$ cat src/rtl/inst_fetch_unit.sv
// -----------------------------------------------------------------------------
// inst_fetch_unit
//
// Instruction-fetch initiator for the multi-cycle processor. Walks the word PC
// through the instruction memory, latches each returned word into the IR and
// offers it to the decode/control FSM through a valid/ready handshake. Branch
// and jump logic can redirect the PC at any time; a redirect discards whatever
// fetch is in flight and any IR not yet consumed.
//
// A fetch takes three cycles: ISSUE (strobe memory), WAIT (memory output
// settles, IR captured on the closing edge), VALID (IR offered to consumer).
// An instruction whose opcode is HALT_OP parks the unit in HALT once it has
// been consumed; start resumes at the following address.
//
// Optional feature (macro INST_FETCH_BOOT_LOAD_EN): adds a boot-load write
// port so the instruction memory can be filled while the unit is IDLE or
// HALT. Without the macro the unit never writes memory.
//
// Ports:
//   clk, rst          clock, synchronous active-high reset
//   start             begin (IDLE) or resume (HALT) fetching
//   redirect          load redirect_pc into the PC, drop in-flight fetch
//   redirect_pc       redirect target word address
//   ir_ready          consumer accepts the current IR
//   ir_valid          IR holds an unconsumed instruction
//   ir, ir_pc         fetched instruction and the address it came from
//   pc                next fetch address
//   halted            unit is parked in HALT
//   im_addr           instruction memory address
//   im_datain         instruction memory write data
//   im_sigwr          instruction memory write enable
//   im_sigon          instruction memory access enable
//   im_dataout        instruction memory read data
//   ld_valid/ld_addr/ld_data/ld_ack  boot-load port (macro only)
// -----------------------------------------------------------------------------
module inst_fetch_unit #(
    parameter int                ADDR_W   = 7,
    parameter int                DATA_W   = 32,
    parameter logic [ADDR_W-1:0] RESET_PC = '0,
    parameter logic [5:0]        HALT_OP  = 6'b111111
) (
    input  logic              clk,
    input  logic              rst,
    input  logic              start,
    input  logic              redirect,
    input  logic [ADDR_W-1:0] redirect_pc,
    input  logic              ir_ready,
    output logic              ir_valid,
    output logic [DATA_W-1:0] ir,
    output logic [ADDR_W-1:0] ir_pc,
    output logic [ADDR_W-1:0] pc,
    output logic              halted,
    output logic [ADDR_W-1:0] im_addr,
    output logic [DATA_W-1:0] im_datain,
    output logic              im_sigwr,
    output logic              im_sigon,
`ifdef INST_FETCH_BOOT_LOAD_EN
    input  logic              ld_valid,
    input  logic [ADDR_W-1:0] ld_addr,
    input  logic [DATA_W-1:0] ld_data,
    output logic              ld_ack,
`endif
    input  logic [DATA_W-1:0] im_dataout
);

    typedef enum logic [2:0] {
        IDLE  = 3'd0,
        ISSUE = 3'd1,
        WAIT  = 3'd2,
        VALID = 3'd3,
        HALT  = 3'd4
    } state_t;

    state_t            state;
    logic              fetch_on;    // registered read strobe for ISSUE/WAIT
    logic [ADDR_W-1:0] fetch_addr;  // registered read address for ISSUE/WAIT
    logic              ld_fire;     // boot-load write happening this cycle

`ifdef INST_FETCH_BOOT_LOAD_EN
    // A load is only honoured while parked; it overrides the (idle) read
    // strobes combinationally for exactly the cycle ld_valid is high.
    assign ld_fire   = ld_valid && !rst && (state == IDLE || state == HALT);
    assign ld_ack    = ld_fire;
    assign im_sigon  = fetch_on | ld_fire;
    assign im_sigwr  = ld_fire;
    assign im_addr   = ld_fire ? ld_addr : fetch_addr;
    assign im_datain = ld_fire ? ld_data : '0;
`else
    assign ld_fire   = 1'b0;
    assign im_sigon  = fetch_on;
    assign im_sigwr  = 1'b0;
    assign im_addr   = fetch_addr;
    assign im_datain = '0;
`endif

    always_ff @(posedge clk) begin
        if (rst) begin
            state      <= IDLE;
            pc         <= RESET_PC;
            ir         <= '0;
            ir_pc      <= '0;
            ir_valid   <= 1'b0;
            halted     <= 1'b0;
            fetch_on   <= 1'b0;
            fetch_addr <= '0;
        end else begin
            case (state)
                IDLE, HALT: begin
                    // Redirect only moves the PC while parked; a load in the
                    // same cycle swallows start.
                    if (redirect) begin
                        pc <= redirect_pc;
                    end else if (start && !ld_fire) begin
                        state      <= ISSUE;
                        halted     <= 1'b0;
                        fetch_on   <= 1'b1;
                        fetch_addr <= pc;
                    end
                end

                ISSUE: begin
                    if (redirect) begin
                        pc         <= redirect_pc;
                        fetch_addr <= redirect_pc;
                    end else begin
                        state <= WAIT;
                    end
                end

                WAIT: begin
                    if (redirect) begin
                        // Abandon this read: no IR capture.
                        state      <= ISSUE;
                        pc         <= redirect_pc;
                        fetch_addr <= redirect_pc;
                    end else begin
                        state    <= VALID;
                        ir       <= im_dataout;
                        ir_pc    <= pc;
                        pc       <= pc + ADDR_W'(1);
                        ir_valid <= 1'b1;
                        fetch_on <= 1'b0;
                    end
                end

                VALID: begin
                    // Redirect beats a simultaneous ir_ready: the pending IR
                    // is treated as never consumed.
                    if (redirect) begin
                        state      <= ISSUE;
                        pc         <= redirect_pc;
                        ir_valid   <= 1'b0;
                        fetch_on   <= 1'b1;
                        fetch_addr <= redirect_pc;
                    end else if (ir_ready) begin
                        ir_valid <= 1'b0;
                        if (ir[DATA_W-1 -: 6] == HALT_OP) begin
                            state  <= HALT;
                            halted <= 1'b1;
                        end else begin
                            state      <= ISSUE;
                            fetch_on   <= 1'b1;
                            fetch_addr <= pc;
                        end
                    end
                end

                default: begin
                    state    <= IDLE;
                    ir_valid <= 1'b0;
                    halted   <= 1'b0;
                    fetch_on <= 1'b0;
                end
            endcase
        end
    end

endmodule

$ cat config.mk
export PLATFORM = sky130hd
export DESIGN_NAME = inst_fetch_unit
export DESIGN_NICKNAME = d
export VERILOG_FILES = /design/src/rtl/inst_fetch_unit.sv
export SDC_FILE = /design/constraint.sdc
export NUM_CORES = 1
export LEC_CHECK = 0
export ABC_CLOCK_PERIOD_IN_PS = 1770
export CAP_MARGIN = 15
export CORE_MARGIN = 2
export CORE_UTILIZATION = 39
export DETAILED_ROUTE_END_ITERATION = 8
export HOLD_SLACK_MARGIN = 0.05
export PLACE_DENSITY = 0.87
export SLEW_MARGIN = 30
export SYNTH_ARGS = -nofsm -noshare
export SYNTH_HDL_FRONTEND = slang
export SYNTH_SLANG_ARGS = --single-unit
$ cat constraint.sdc
create_clock -name clk -period 1.77 [get_ports clk]
set_input_delay 0.354 -clock clk [delete_from_list [all_inputs] [get_ports clk]]
set_output_delay 0.354 -clock clk [all_outputs]
set_load 0.01 [all_outputs]
==> results.toml, run 1 <==
[worst_setup_path]
worstSetupEndpointType = "output port"
reg2reg_slack_ps = 190
r2r-start = "state[0]"
arrival_ps = 1360
startpoint = "pc[0]"
crit_slowest_cell = "clkdlybuf4s50_1"
slowest_delay_ps = 540
start_kind = "register"
cp_max_fo = 6
path_cells = "buf_4 > clkdlybuf4s50_1"
worstSetupPathType = "register to output port"
r2r_cells = 7
cp.required_ps = 1420

[sta]
rsz0062_at_grt = "no"
finalHoldViolations = 0
finalSetupViolations = 0
min_period_ps = 1710
fmax_mhz = 584
clock_skew_ps = 8.11
period_share_pct = 96.7
holdWs_ps = 411
tns_ps = 0
maxSlewViolCount = 0

[power]
finalPower_w = 0.00315
power_leakage_nw = 1.54
p_comb_share_pct = 20.1
p_seq_share_pct = 45.7
clock_power_share_pct = 34.3
powerDensity_nw_per_um2 = 775
ir_drop_mv = 0.387
internal_power_w = 0.00231
p_sw_share_pct = 26.7
p_sw_w = 0.000840

[detailed_routing]
drt_wl_total_um = 7230
routedWlPerCell_um = 12.8
wirelength_met1_um = 2880
drtPass1Iterations = 4
vias = 2748
routed.top_layer = "met4"
viasPerCell = 4.88
ant_nets = 0
initialDrtViolationCount = 107
wl_met2_um = 3560
wl_met3_um = 651
drcViolationCount = 0

[grt]
grt.total_usage_pct = 18.9
grt_pass1_vias = 2591
grt_max_degree = 40
grt-ovfl-total = 0
grt_pass1_wl_um = 11600
antenna_found_initial = 0

[synthesis]
ys_seq_elements = 59
yosys-top-cells-area = "dfxtp_1 (42%), nand2_1 (12%), a21oi_1 (11%)"
syn_inst = 355
yosysMostFrequentCell = "nand2_1"
synth_edf_count = 0
ys_seq_area_share_pct = 42.1
async_flop_share_pct = 0
ys_top_cells_by_count = "nand2_1 (89), a21oi_1 (62), dfxtp_1 (59)"
synth_cell_types = 41
synth_top_area_share_pct = 42.1
ys_warn_count = 0
synthFlopType = "dfxtp_1"
netlist_area_sq_um = 2810
synth.avg_cell_area_sq_um = 7.91
yosysTopAreaCell = "dfxtp_1"

[final_layout]
drive_gt1_share_pct = 11.1
nNetsFinal = 507
syn2layout_area_growth_pct = 44.8
final_cell_count_no_fill = 563
final_cell_area_sq_um = 4070
antenna_cells = 0

[clock_network]
root_buffer = "clkbuf_8"
cts_buffers = 9
path_clk_slew_ps = 70
cts_max_path_buffers = 2
cts_setup_buffers = 0
cts_sinks = 59
htreeDepth = 3
cts_tree = "built"
clock_latency_ps = 330

[outcome]
status = "finished, final reports clean"

[place]
gp_congestion = 0.936
hpwl_um = 5260
dp_cells = 547
placed_area_sq_um = 3880
portBuffers = 99

[floorplan]
start_util_pct = 40.9
die-area_sq_um = 7890
placementRows = 30
core-area_sq_um = 6870
io_pins = 133
die_y_um = 88.9
die_w_um = 88.9

[min_path]
min-delay-start = "rst"
hp-class = "input port to register"
worstHoldPathCells = 2

[run]
cap_violations = 0
[metrics by stage]
| step | worst slack (ps) | utilization, % |
|---|---|---|
| 2_1_floorplan | 256 | - |
| 3_3_place_gp | -110 | 56.5 |
| 3_5_place_dp | -196 | 56.5 |
| 4_1_cts | 34.5 | 59.0 |
| 5_1_grt | 17.7 | 59.2 |
| 6_report | 58.1 | 59.2 |
[layer usage]
metal / vias up / track usage [%]
li1: 1355 / -
met1: 1267 / 21.3
met2: 112 / 30.9
met3: 14 / 7.65
met4: 0 / 9.50
met5: - / 0
[power by group through the flow]
stage	Combinational, W	Clock, W	Sequential [W]
detailed placement	0.000624	0	0.00147
global placement	0.000607	0	0.00146
floorplan	0.000343	0	0.00149
finish	0.000632	0.00108	0.00144
CTS	0.000628	0.00111	0.00144
global route	0.000690	0.00117	0.00144
[repair_timing]
item | 4_1_cts | 5_1_grt
hold buffers | 0 | 0
setup endpoints to repair | 0 | 6
resized for setup | 0 | 6
[path summary, 6_finish.rpt]
| check | to |
|---|---|
| worst max-delay path | pc[0] |
| worst min-delay path | ir_pc[2] |
| worst max register to register | pc[5] |
| worst min register to register | ir[9] |
[critical path, delay by kind of cell, from the launching register on]
kind                   cells  cell delay [ps]
buffers and inverters      2              690
flip-flops                 1              340
[cell families (layout without fill, tap and decap cells)]
kind of cell / after synthesis / after routing / synth area share (%)
AOI/OAI and AO/OA: 93 / 93 / 19.8
adders and majority gates: 1 / 1 / 0.446
buffers and inverters: 62 / 142 / 14.3
DFF: 59 / 59 / 42.1
muxes: 8 / 8 / 2.90
other: 1 / 33 / 0.134
and+or+nand+nor: 131 / 131 / 20.4
[cell usage in the layout (no fill, tap or decap), drive strengths merged, types with 2 or more instances in the layout]
master	synthesis	final
a21oi	62	62
buf	47	25
a311oi	8	8
dfxtp	59	59
clkinv	0	2
o21ai	8	8
clkdlybuf4s50	0	98
a21o	3	3
and2	3	3
clkbuf	12	14
nor2	10	10
conb	1	33
o22ai	3	3
o32ai	2	2
or3	2	2
nand2b	3	3
or2	3	3
mux2i	7	7
nand2	90	90
nor3	7	7
nand3	6	6
inv	3	3
nor2b	3	3
[area by class of cell]
class	instances	area [sq um]
Fill cell	602	2800
Clock inverter	2	10.0
Tap cell	96	120
Timing Repair Buffer	123	1220
Multi-Input combinational cell	266	1360
Sequential cell	59	1190
Inverter	3	11.3
Clock buffer	14	163
[registers in the layout, summed over array words and instances, names as in the netlist]
| signal | cells |
|---|---|
| halted | 1 |
| ir | 32 |
| ir_pc | 7 |
| ir_valid | 1 |
| pc | 7 |
| im_sigon | 1 |
| state | 3 |
| im_addr | 7 |
Power figures use the tool's default switching activity.
==> run 2, diff against run 1 <==
--- a/config.mk
+++ b/config.mk
@@ -9,6 +9,7 @@
 export CAP_MARGIN = 15
 export CORE_MARGIN = 2
 export CORE_UTILIZATION = 39
+export CTS_BUF_LIST = sky130_fd_sc_hd__clkbuf_8
 export DETAILED_ROUTE_END_ITERATION = 8
 export HOLD_SLACK_MARGIN = 0.05
 export PLACE_DENSITY = 0.87
==> run 2 against run 1 <==
  * Power shrank 0.50%
  * Design area is the same
  * Utilization is the same
  * Die area is the same
  * Worst setup slack lost 3.0 ps
  * Sequential power is essentially flat
  * Sequential share of layout area is the same
  * Highest routed layer unchanged
  * Count of clock-buffer cells in the layout shrank 3
  * Final cell count is the same
  * Maximum frequency shrank 0.18%
  * Critical path depth is the same
  * Hold slack gained 3.1 ps
==> results.toml, run 2 (synthesis results as in run 1) <==
[worst_setup_path]
cp_max_fo = 6
r2r_cells = 7
arrival_ps = 1360
crit_end = "pc[0]"
cp.required_ps = 1420
startpoint = "pc[0]"
reg2reg_slack_ps = 180
worstReg2RegEnd = "pc[5]"
worstSetupPathType = "register to output port"
worstSetupEndpointType = "output port"
start_kind = "register"
r2r-start = "state[0]"

[power]
ir_drop_mv = 0.377
powerDensity_nw_per_um2 = 771
power_leakage_nw = 1.55

[detailed_routing]
initialDrtViolationCount = 108
drtPass1Iterations = 4
drcViolationCount = 0
routedWlPerCell_um = 12.9
vias = 2764
ant_nets = 0
drt_wl_total_um = 7270
viasPerCell = 4.91

[final_layout]
antenna_cells = 0
drive_gt1_share_pct = 11.1
layout_commonest_cell = "clkdlybuf4s50_1"
nNetsFinal = 507
seqCellArea_sq_um = 1190
final_cell_mix = "clkdlybuf4s50_1 (98), nand2_1 (89), a21oi_1 (62)"
multiInputGateArea_sq_um = 1360
final_cell_count_no_fill = 563
syn2layout_area_growth_pct = 44.8
regMostFlops = "ir"
n_fill_cell = 602
largest_reg_flops = 32

[clock_network]
cts_max_path_buffers = 2
htreeDepth = 3
hold_buffers = 0
clock_latency_ps = 330
root_buffer = "clkbuf_8"
path_clk_slew_ps = 70
cts_buffers = 9
cts_tree = "built"
cts_sinks = 59

[sta]
maxSlewViolCount = 0
holdWs_ps = 414
period_share_pct = 96.9
finalHoldViolations = 0
min_period_ps = 1710
rsz0062_at_grt = "no"
clock_skew_ps = 8.02
finalSetupViolations = 0
fmax_mhz = 583
tns_ps = 0

[floorplan]
die_w_um = 88.9
start_util_pct = 40.9
placementRows = 30
die-area_sq_um = 7890
core-area_sq_um = 6870
die_y_um = 88.9
io_pins = 133

[min_path]
hp-class = "input port to register"

[place]
gp_congestion = 0.936
hpwl_um = 5260
dp_cells = 547
portBuffers = 99

[grt]
grt-ovfl-total = 0
antenna_found_initial = 0
grt_pass1_vias = 2591
grt.total_usage_pct = 18.9
grt_max_degree = 40
grt_pass1_wl_um = 11600

[outcome]
status = "finished, final reports clean"

[run]
cap_violations = 0
run 2: changes by cell type in the layout (fill, tap and decap cells not counted):
cell      before  now
clkbuf_1       3    0
inv_1          3    6
run 2: final cells by class:
| class | count | area share, % |
|---|---|---|
| Sequential cell | 59 | 29.2 |
| Tap cell | 96 | 2.95 |
| Clock buffer | 11 | 3.72 |
| Multi-Input combinational cell | 266 | 33.4 |
| Clock inverter | 5 | 0.523 |
| Inverter | 3 | 0.277 |
| Timing Repair Buffer | 123 | 29.9 |
run 2: worst min path at each step:
stage | start | to | cells after the start
6_report | rst | ir_pc[2] | 2
5_1_grt | rst | ir_pc[2] | 2
4_1_cts | rst | ir_pc[0] | 2
3_5_place_dp | ir[9] | ir[9] | 2
3_3_place_gp | ir[17] | ir[17] | 2
2_1_floorplan | ir[0] | ir[0] | 2
run 2: metal layers:
layer	share of wire [%]	GRT usage (%)	vias to the layer above
li1	-	-	1351
met1	41	21.3	1280
met2	49	30.9	121
met3	8.8	7.65	12
met4	1.6	9.50	0
met5	0	0	-
run 2: report_power, final:
| part | internal (W) | switching [W] |
|---|---|---|
| clock | 0.000564 | 0.000499 |
| sequential | 0.00139 | 0.0000467 |
| combinational | 0.000337 | 0.000296 |
| total | 0.00229 | 0.000842 |
run 2: repair_timing:
item,4_1_cts,5_1_grt
resized for setup,0,6
buffers inserted,0,0
endpoints found under the setup margin,0,6
run 2: metrics by stage:
step | setup slack [ps] | cell area (sq um) | utilization (%) | total power [W]
4_1_cts | 34.5 | 4050 | 59.0 | 0.00316
5_1_grt | 17.7 | 4070 | 59.2 | 0.00329
2_1_floorplan | 256 | 2930 | - | 0.00183
3_5_place_dp | -196 | 3880 | 56.5 | 0.00209
3_3_place_gp | -110 | 3880 | 56.5 | 0.00207
6_report | 55.1 | 4070 | 59.2 | 0.00314
run 2: worst max-delay path, stage by stage (launching register included):
cell	delay, ps
dfxtp_1	340
buf_4	150
clkdlybuf4s50_1	540
==> run 3, diff against run 2 <==
--- a/config.mk
+++ b/config.mk
@@ -5,14 +5,16 @@
 export SDC_FILE = /design/constraint.sdc
 export NUM_CORES = 1
 export LEC_CHECK = 0
-export ABC_CLOCK_PERIOD_IN_PS = 1770
+export ABC_CLOCK_PERIOD_IN_PS = 1800
 export CAP_MARGIN = 15
 export CORE_MARGIN = 2
 export CORE_UTILIZATION = 39
 export CTS_BUF_LIST = sky130_fd_sc_hd__clkbuf_8
+export CTS_CLUSTER_SIZE = 40
 export DETAILED_ROUTE_END_ITERATION = 8
 export HOLD_SLACK_MARGIN = 0.05
 export PLACE_DENSITY = 0.87
+export SKIP_LAST_GASP = 1
 export SLEW_MARGIN = 30
 export SYNTH_ARGS = -nofsm -noshare
 export SYNTH_HDL_FRONTEND = slang
==> constraint.sdc (replaced) <==
create_clock -name clk -period 1.8 [get_ports clk]
set_input_delay 0.36 -clock clk [delete_from_list [all_inputs] [get_ports clk]]
set_output_delay 0.36 -clock clk [all_outputs]
set_load 0.01 [all_outputs]
==> run 3 against run 2 <==
  * Critical path depth decreased by 1
  * Flip-flop and latch count unchanged
  * Via count is 2.8% lower
  * Register-to-register slack hardly changed
  * Clock skew increased by 1.4 ps
  * Combinational power fell by 3.6%
  * Worst setup slack improved by 27 ps
  * Sequential power hardly changed
  * Routed wire length is 2.1% lower
  * Power down 0.99%
  * Critical endpoint is now pc[4]
  * Highest routed layer unchanged
==> results.toml, run 3 (synthesis results as in run 1) <==
[detailed_routing]
drtPass1Iterations = 4
vias = 2686
routedWlPerCell_um = 12.7
viasPerCell = 4.80
ant_nets = 0
initialDrtViolationCount = 98
drt_wl_total_um = 7120
drcViolationCount = 0

[worst_setup_path]
path_cells = "clkdlybuf4s50_1"
worstSetupPathType = "register to output port"
crit_slowest_cell = "clkdlybuf4s50_1"
start_kind = "register"
worstSetupEndpointType = "output port"
slowest_delay_ps = 590
arrival_ps = 1360
cp_max_fo = 7
path_delay_family = "buffers and inverters"
crit_buf_inv = 1
cp.required_ps = 1440

[clock_network]
htreeDepth = 3
cts_max_path_buffers = 2
root_buffer = "clkbuf_8"
cts_tree = "built"
clock_latency_ps = 330
cts_sinks = 59
cts_buffers = 9
path_clk_slew_ps = 60

[sta]
finalHoldViolations = 0
min_period_ps = 1720
fmax_mhz = 582
clock_skew_ps = 9.41
period_share_pct = 95.4
rsz0062_at_grt = "no"
finalSetupViolations = 0
tns_ps = 0
maxSlewViolCount = 0

[final_layout]
utilization_pct = 58.7
final_cell_area_sq_um = 4030
final_cell_mix = "clkdlybuf4s50_1 (98), nand2_1 (89), a21oi_1 (62)"
regMostFlops = "ir"
nNetsFinal = 505
multiInputGateArea_sq_um = 1350
syn2layout_area_growth_pct = 43.6
drive_gt1_share_pct = 10.3
antenna_cells = 0
layout_commonest_cell = "clkdlybuf4s50_1"
n_fill_cell = 608
seqCellArea_sq_um = 1180
largest_reg_flops = 32

[grt]
grt_pass1_vias = 2534
grt.total_usage_pct = 18.5
grt-ovfl-total = 0
antenna_found_initial = 0
grt_max_degree = 40
grt_pass1_wl_um = 11300

[place]
hpwl_um = 5220
gp_congestion = 0.916
portBuffers = 99
placed_area_sq_um = 3850

[floorplan]
io_pins = 133
core-area_sq_um = 6870
die_y_um = 88.9
die-area_sq_um = 7890
die_w_um = 88.9
start_util_pct = 40.9
placementRows = 30

[power]
finalPower_w = 0.00310
powerDensity_nw_per_um2 = 770
ir_drop_mv = 0.596
power_leakage_nw = 1.53

[outcome]
status = "finished, final reports clean"

[min_path]
hp-class = "input port to register"

[run]
cap_violations = 0
run 3: cell types whose count changed in the layout (fill, tap and decap cells not counted), sizes merged:
cell    before  now
buf         25   23
inv          6    4
clkbuf      11   12
run 3: through the flow:
step                      hold slack, ps  worst slack (ps)  std cells
after floorplan                      481               286        387
after global placement               440              -180        545
after detailed placement             448              -202        545
after CTS                            419              42.9        560
after global routing                 437              16.5        560
final                                443              82.6        560
run 3: area by class of cell:
| cell class | count | share of cell area, % |
|---|---|---|
| Inverter | 3 | 0.279 |
| Sequential cell | 59 | 29.4 |
| Tap cell | 96 | 2.98 |
| Clock buffer | 12 | 4.10 |
| Clock inverter | 3 | 0.341 |
| Timing Repair Buffer | 121 | 29.5 |
| Multi-Input combinational cell | 266 | 33.5 |
run 3: final timing paths:
kind                 start    endpoint  slack (ps)  cells after the start
setup / recovery     pc[4]       pc[4]          80                      1
hold / removal         rst       pc[3]         440                      2
setup reg to reg  state[1]  im_addr[3]         190                      6
hold reg to reg     ir[23]      ir[23]         450                      2
run 3: what timing repair did:
action                                 CTS  global route
endpoints found under the hold margin    0             0
setup endpoints to repair                0             2
resized for setup                        0             2
setup buffers                            0             0
hold buffers                             0             0
run 3: per-layer routing:
layer,global-route usage [%],vias to the layer above,share of wire (%)
met1,19.6,1239,41
met3,8.58,6,8.7
met2,32.8,98,50
li1,-,1343,-
met4,5.65,0,0.96
met5,0,-,0
run 3: power by group:
part	total, W	switching (W)	internal [W]	leakage (nW)
combinational	0.000610	0.000285	0.000325	0.953
sequential	0.00141	0.0000442	0.00137	0.480
clock	0.00108	0.000487	0.000595	0.0994
total	0.00310	0.000816	0.00229	1.53
==> edit 1, RTL diff (config.mk and constraints of run 3) <==
Build with the macro `INST_FETCH_BOOT_LOAD_EN` defined.
--- a/src/rtl/inst_fetch_unit.sv
+++ b/src/rtl/inst_fetch_unit.sv
@@ -34,4 +34,6 @@
 //   ld_valid/ld_addr/ld_data/ld_ack  boot-load port (macro only)
 // -----------------------------------------------------------------------------
+`define INST_FETCH_BOOT_LOAD_EN
+
 module inst_fetch_unit #(
     parameter int                ADDR_W   = 7,
Ports: changed (added ld_ack, ld_addr, ld_data and ld_valid); port bits go from 133 to 174. The function was not compared with the original's and may differ.
==> edit 1 against run 3 <==
The flow now finishes with violations (setup timing); synthesized area up 2.9%; non-clock buffer count grew 90; sequential cell count unchanged; power up 8.3%; setup slack got worse by 0.43 ns; core utilization rose by 14 points; count of clock-buffer cells in the layout is 2 lower; routed wire length grew 34%; combinational power is 50% higher; via count increased by 20%; cell area increased by 30%.
==> edit 1: results (changes against run 3) <==
[routing]
ant_nets = 0  ; unchanged
drtIter0Drc = 127  ; +30%
drtPass1Iterations = 5  ; +1
num_vias = 3217  ; +20%
wire_per_inst_um = 14.48  ; +14%

[final_layout]
diodes = 0  ; unchanged
drive_gt1_frac = 0.2643  ; +0.1608
fin_cells = 659  ; +18%
finalNetCount = 641  ; +27%

[worst_setup_path]
crit_slowest_cell = dfxtp_2
critPathArrivalTime_ns = 1.79  ; +0.43 ns
crit_path_max_fanout = 5  ; -2
critPathTopFamily = simple AND/OR/NAND/NOR gates
slowest_delay_ns = 0.32  ; -0.27 ns

[synthesis]
synth_area_per_cell_um2 = 7.955  ; +0.59%
ys_top_cells_by_area = dfxtp_1 41%, nand2_1 12%, a21oi_1 9.9%, and2_1 6.9%, a211oi_2 3.0%
synth-seq-area-share = 0.4090  ; -0.01167
synth_cell_type_count = 45  ; +9.8%
synth_commonest_cells = 91 x nand2_1, 59 x dfxtp_1, 57 x a21oi_1

[pwr]
power.leakage_uw = 0.002045  ; +33%
vdd_drop_max_mv = 0.6403  ; +7.4%
internal_power_uw = 2436  ; +6.4%

[placement]
place_inst = 632  ; +16%
portBuffers = 173  ; +75%
place_congestion = 0.8918  ; -2.6%
dp_hpwl_um = 6564  ; +26%

[global_route]
grt_pass1_wl_um = 15480  ; +37%
grt_start_max_net_pins = 62  ; +55%
grt_util_all_layers = 0.2356  ; +0.05034

[sta]
fin_skew_ns = 0.005055  ; -0.004352 ns
finalSetupTns_ns = -9.576  ; -9.576 ns
worst_slack_ns = -0.3453  ; -0.4279 ns
setup_viol = 41  ; +41

[clocking]
cts_root_buf = clkbuf_8

[worst_hold_path]
hp-class = reg -> reg

[run_status]
run_status = finished, violations left
violations = setup timing

## edit 1: changes by cell type in the layout (fill, tap and decap cells not counted), sizes merged, moves of 5 or more
| cell | change |
|---|---|
| buf | +58 |
| nor2 | +8 |
| clkdlybuf4s50 | +30 |
| a311oi | -5 |
| a211oi | +8 |
| a21oi | -5 |
| mux2 | +6 |
| conb | -33 |
| and2 | +29 |
## edit 1: final timing paths
kind         slack, ns                   from  cells past startpoint                    end
max              -0.35  state[0]$_SDFFE_PP0P_                      6             im_addr[4]
min               0.45  ir_pc[4]$_SDFFE_PP0P_                      2  ir_pc[4]$_SDFFE_PP0P_
max reg2reg       0.07  state[0]$_SDFFE_PP0P_                      6     pc[3]$_SDFFE_PP0P_
min reg2reg       0.45  ir_pc[4]$_SDFFE_PP0P_                      2  ir_pc[4]$_SDFFE_PP0P_
## edit 1: tightest hold or removal path: cells and delay by family, from the launching register on
| family | cells | cell delay, ns |
|---|---|---|
| AND/OR/NAND/NOR | 1 | 0.05 |
| flip-flops | 1 | 0.31 |
| AO/OA/AOI/OAI | 1 | 0.05 |
## edit 1: cell type report
class,count,area (µm²)
flip-flops and latches,59,1185
multi-input cells,271,1629
clock inverters,5,30.03
clock buffers,10,137.6
well taps,99,123.9
fillers,578,1987
inverters,4,15.01
repair buffers,211,2107
## edit 1: cell families after synthesis
| family | Yosys count | share of synthesized area |
|---|---|---|
| and+or+nand+nor | 167 | 0.2773 |
| AOI/OAI and AO/OA | 89 | 0.2002 |
| DFF | 59 | 0.4090 |
| buffers and inverters | 33 | 0.05762 |
| muxes | 14 | 0.05156 |
| adders and majority gates | 1 | 0.004332 |
## edit 1: metal layers
metal	track usage	vias up	wire, µm
met5	0	-	0
met4	0.08974	0	213
met3	0.06203	16	558
met2	0.4254	118	4961
met1	0.2642	1486	3810
li1	-	1597	-
## edit 1: power groups by stage
stage | registers [µW] | logic [µW] | clock network (µW)
floorplan | 1430 | 347 | 0
global placement | 1430 | 795 | 0
detailed placement | 1430 | 815 | 0
CTS | 1400 | 904 | 1070
global route | 1410 | 974 | 1130
finish | 1410 | 912 | 1040
## edit 1: metrics by stage
step / setup WS (ns) / hold WS, ns / util / area (µm²)
after floorplan: 0.02574 / 0.4464 / - / 2890
after global placement: -0.5880 / 0.4407 / 0.6722 / 4850
after detailed placement: -0.6237 / 0.4461 / 0.6722 / 4850
after CTS: -0.3350 / 0.4552 / 0.7185 / 5184
after global routing: -0.3931 / 0.4735 / 0.7246 / 5228
final: -0.3453 / 0.4518 / 0.7246 / 5228
## edit 1: what timing repair did
| item | in CTS | in global routing |
|---|---|---|
| cloned | 3 | 0 |
| hold buffers | 0 | 0 |
| setup endpoints to repair | 42 | 47 |
| pin swaps | 18 | 3 |
| gates resized for setup | 227 | 13 |
| setup buffers | 6 | 4 |
==> edit 2, RTL diff (flow settings as in run 3) <==
Made on the original files. Encoding of `state_t`: now one-hot (5 bits for 5 states).
--- a/src/rtl/inst_fetch_unit.sv
+++ b/src/rtl/inst_fetch_unit.sv
@@ -64,10 +64,10 @@
 );
 
-    typedef enum logic [2:0] {
-        IDLE  = 3'd0,
-        ISSUE = 3'd1,
-        WAIT  = 3'd2,
-        VALID = 3'd3,
-        HALT  = 3'd4
+    typedef enum logic [4:0] {
+        IDLE  = 5'b00001,
+        ISSUE = 5'b00010,
+        WAIT  = 5'b00100,
+        VALID = 5'b01000,
+        HALT  = 5'b10000
     } state_t;
 
Check against the original RTL: same outputs for any inputs over 4 cycles, from zero or initial values and one cycle with rst high; so few cycles prove little.
==> edit 2 against run 3 <==
The flow now finishes with violations (setup timing); hold slack better by 0.017 ns; sequential cell count is 2 higher; power grew 67%; setup slack worse by 0.33 ns; routed wire length rose by 54%; cell area increased by 35%; via count up 29%; synthesized area up 27%; cell count up 21%; critical endpoint is now ir[31]$_SDFFE_PP0N_.
==> edit 2: results (changes against run 3) <==
[run_status]
run_status = finished, violations left
violations = setup timing

[final_layout]
final-nonclk-buf-share = 0.3131  ; +0.01839
seq_cell_count = 61  ; +3.4%
seq_share = 0.2267  ; -0.06686
buffers_excl_clock = 180  ; +49%
fillers = 671  ; +10%
finalNetCount = 612  ; +21%
nMultiInputCombCells = 312  ; +17%
clock_area_frac = 0.03648  ; -0.007892
clkbuf_count = 9  ; -3
drive_gt1_frac = 0.2360  ; +0.1326
multi_input_area_share = 0.3969  ; +0.06210
final_cell_area_um2 = 5454  ; +35%

[routing]
wire_per_inst_um = 16.10  ; +27%
viasPerCell = 5.099  ; +6.3%
drtPass1Iterations = 5  ; +1
wl_um = 10950  ; +54%
wl_met3_um = 914  ; +47%
drtIter0Drc = 205  ; +110%
wl_met2_um = 5383  ; +53%
m1WireLength_um = 4386  ; +51%

[pwr]
vdd_drop_max_mv = 0.5581  ; -6.4%
internal_power_uw = 3389  ; +48%
power.leakage_uw = 0.002117  ; +38%
clk-power_uw = 1270  ; +18%
p_switching_uw = 1780  ; +120%

[worst_setup_path]
reg2reg_to = ir[31]$_SDFFE_PP0N_
critPathArrivalTime_ns = 2.32  ; +0.96 ns
r2r_start = state[3]$_SDFFE_PP0P_

[sta]
holdWs_ns = 0.4602  ; +0.01750 ns
finalSetupTns_ns = -7.591  ; -7.591 ns
worst_slack_ns = -0.2505  ; -0.3331 ns
setup_viol = 41  ; +41
fin_skew_ns = 0.01029  ; +0.0008855 ns

[worst_hold_path]
holdPathEnd = state[1]$_SDFFE_PP0P_
hold_depth = 2  ; unchanged
hold_path_startpoint = rst

[global_route]
use_met3 = 0.07941  ; -0.006411
grt_pass1_wl_um = 17320  ; +54%
grt_util_all_layers = 0.2232  ; +0.03801
grtUsageMet2 = 0.3758  ; +0.04810
first_global_vias = 3538  ; +40%

[synthesis]
synth_cell_type_count = 53  ; +29%
synth-seq-area-share = 0.3428  ; -0.07786
synth_area_per_cell_um2 = 8.795  ; +11%
yosys_most_used_dff = dfxtp_1
ys_top_cells_by_area = dfxtp_1 34%, nand2b_1 14%, mux2i_1 12%, buf_4 7.2%, a21oi_1 2.1%
synth_commonest_cells = 82 x nand2b_1, 61 x dfxtp_1, 41 x mux2i_1
ys_async_sr_fraction = 0  ; unchanged

[placement]
placedInstanceArea_um2 = 4964  ; +29%
place_congestion = 0.9394  ; +2.6%
place_ws_ns = -0.5977  ; -0.3956 ns
place_inst = 650  ; +19%
dp_hpwl_um = 7415  ; +42%

[clocking]
clock_latency_ns = 0.35  ; +0.02 ns
clk_pin_slew_worst_paths_ns = 0.08  ; +0.02 ns

## edit 2: cell types whose count changed in the layout (fill, tap and decap cells not counted), sizes merged, moves of 6 or more
| cell | run 3 | this run |
|---|---|---|
| nand2b | 3 | 82 |
| nand2 | 90 | 16 |
| buf | 23 | 82 |
| a21oi | 62 | 16 |
| mux2i | 7 | 41 |
| a311oi | 8 | 0 |
| o21ai | 8 | 16 |
| mux2 | 1 | 7 |
| nand3 | 6 | 12 |
| nor2b | 3 | 9 |
## edit 2: worst max path at each step
stage	startpoint	to	slack, ns	depth (start not counted)
floorplan	redirect	ir[10]$_SDFFE_PP0N_	-0.18	8
global placement	redirect	ir[29]$_SDFFE_PP0N_	-0.52	7
detailed placement	redirect	ir[12]$_SDFFE_PP0N_	-0.60	7
CTS	state[3]$_SDFFE_PP0P_	ir[13]$_SDFFE_PP0N_	-0.21	9
global route	state[3]$_SDFFE_PP0P_	ir[13]$_SDFFE_PP0N_	-0.37	9
finish	state[3]$_SDFFE_PP0P_	ir[31]$_SDFFE_PP0N_	-0.25	9
## edit 2: cell families after synthesis
| group | synth area share |
|---|---|
| flip-flops | 0.3428 |
| XOR/XNOR | 0.01230 |
| AO/OA/AOI/OAI | 0.1236 |
| multiplexers | 0.1373 |
| other | 0.001053 |
| adder cells (fa/ha/maj) | 0.003512 |
| AND/OR/NAND/NOR | 0.2666 |
| buffers and inverters | 0.1127 |
## edit 2: timing repair
action,in CTS,in global routing
gates cloned,3,0
resized for setup,21,16
setup endpoints to repair,55,60
pin swaps,8,8
buffers inserted,5,6
## edit 2: critical path, cell delays in order (launching register included)
cell,delay (ns)
dfxtp_2,0.35
buf_6,0.13
nor3b_4,0.19
nand3b_1,0.12
a221o_1,0.41
a21oi_4,0.17
buf_6,0.13
buf_6,0.13
buf_16,0.14
mux2i_1,0.20
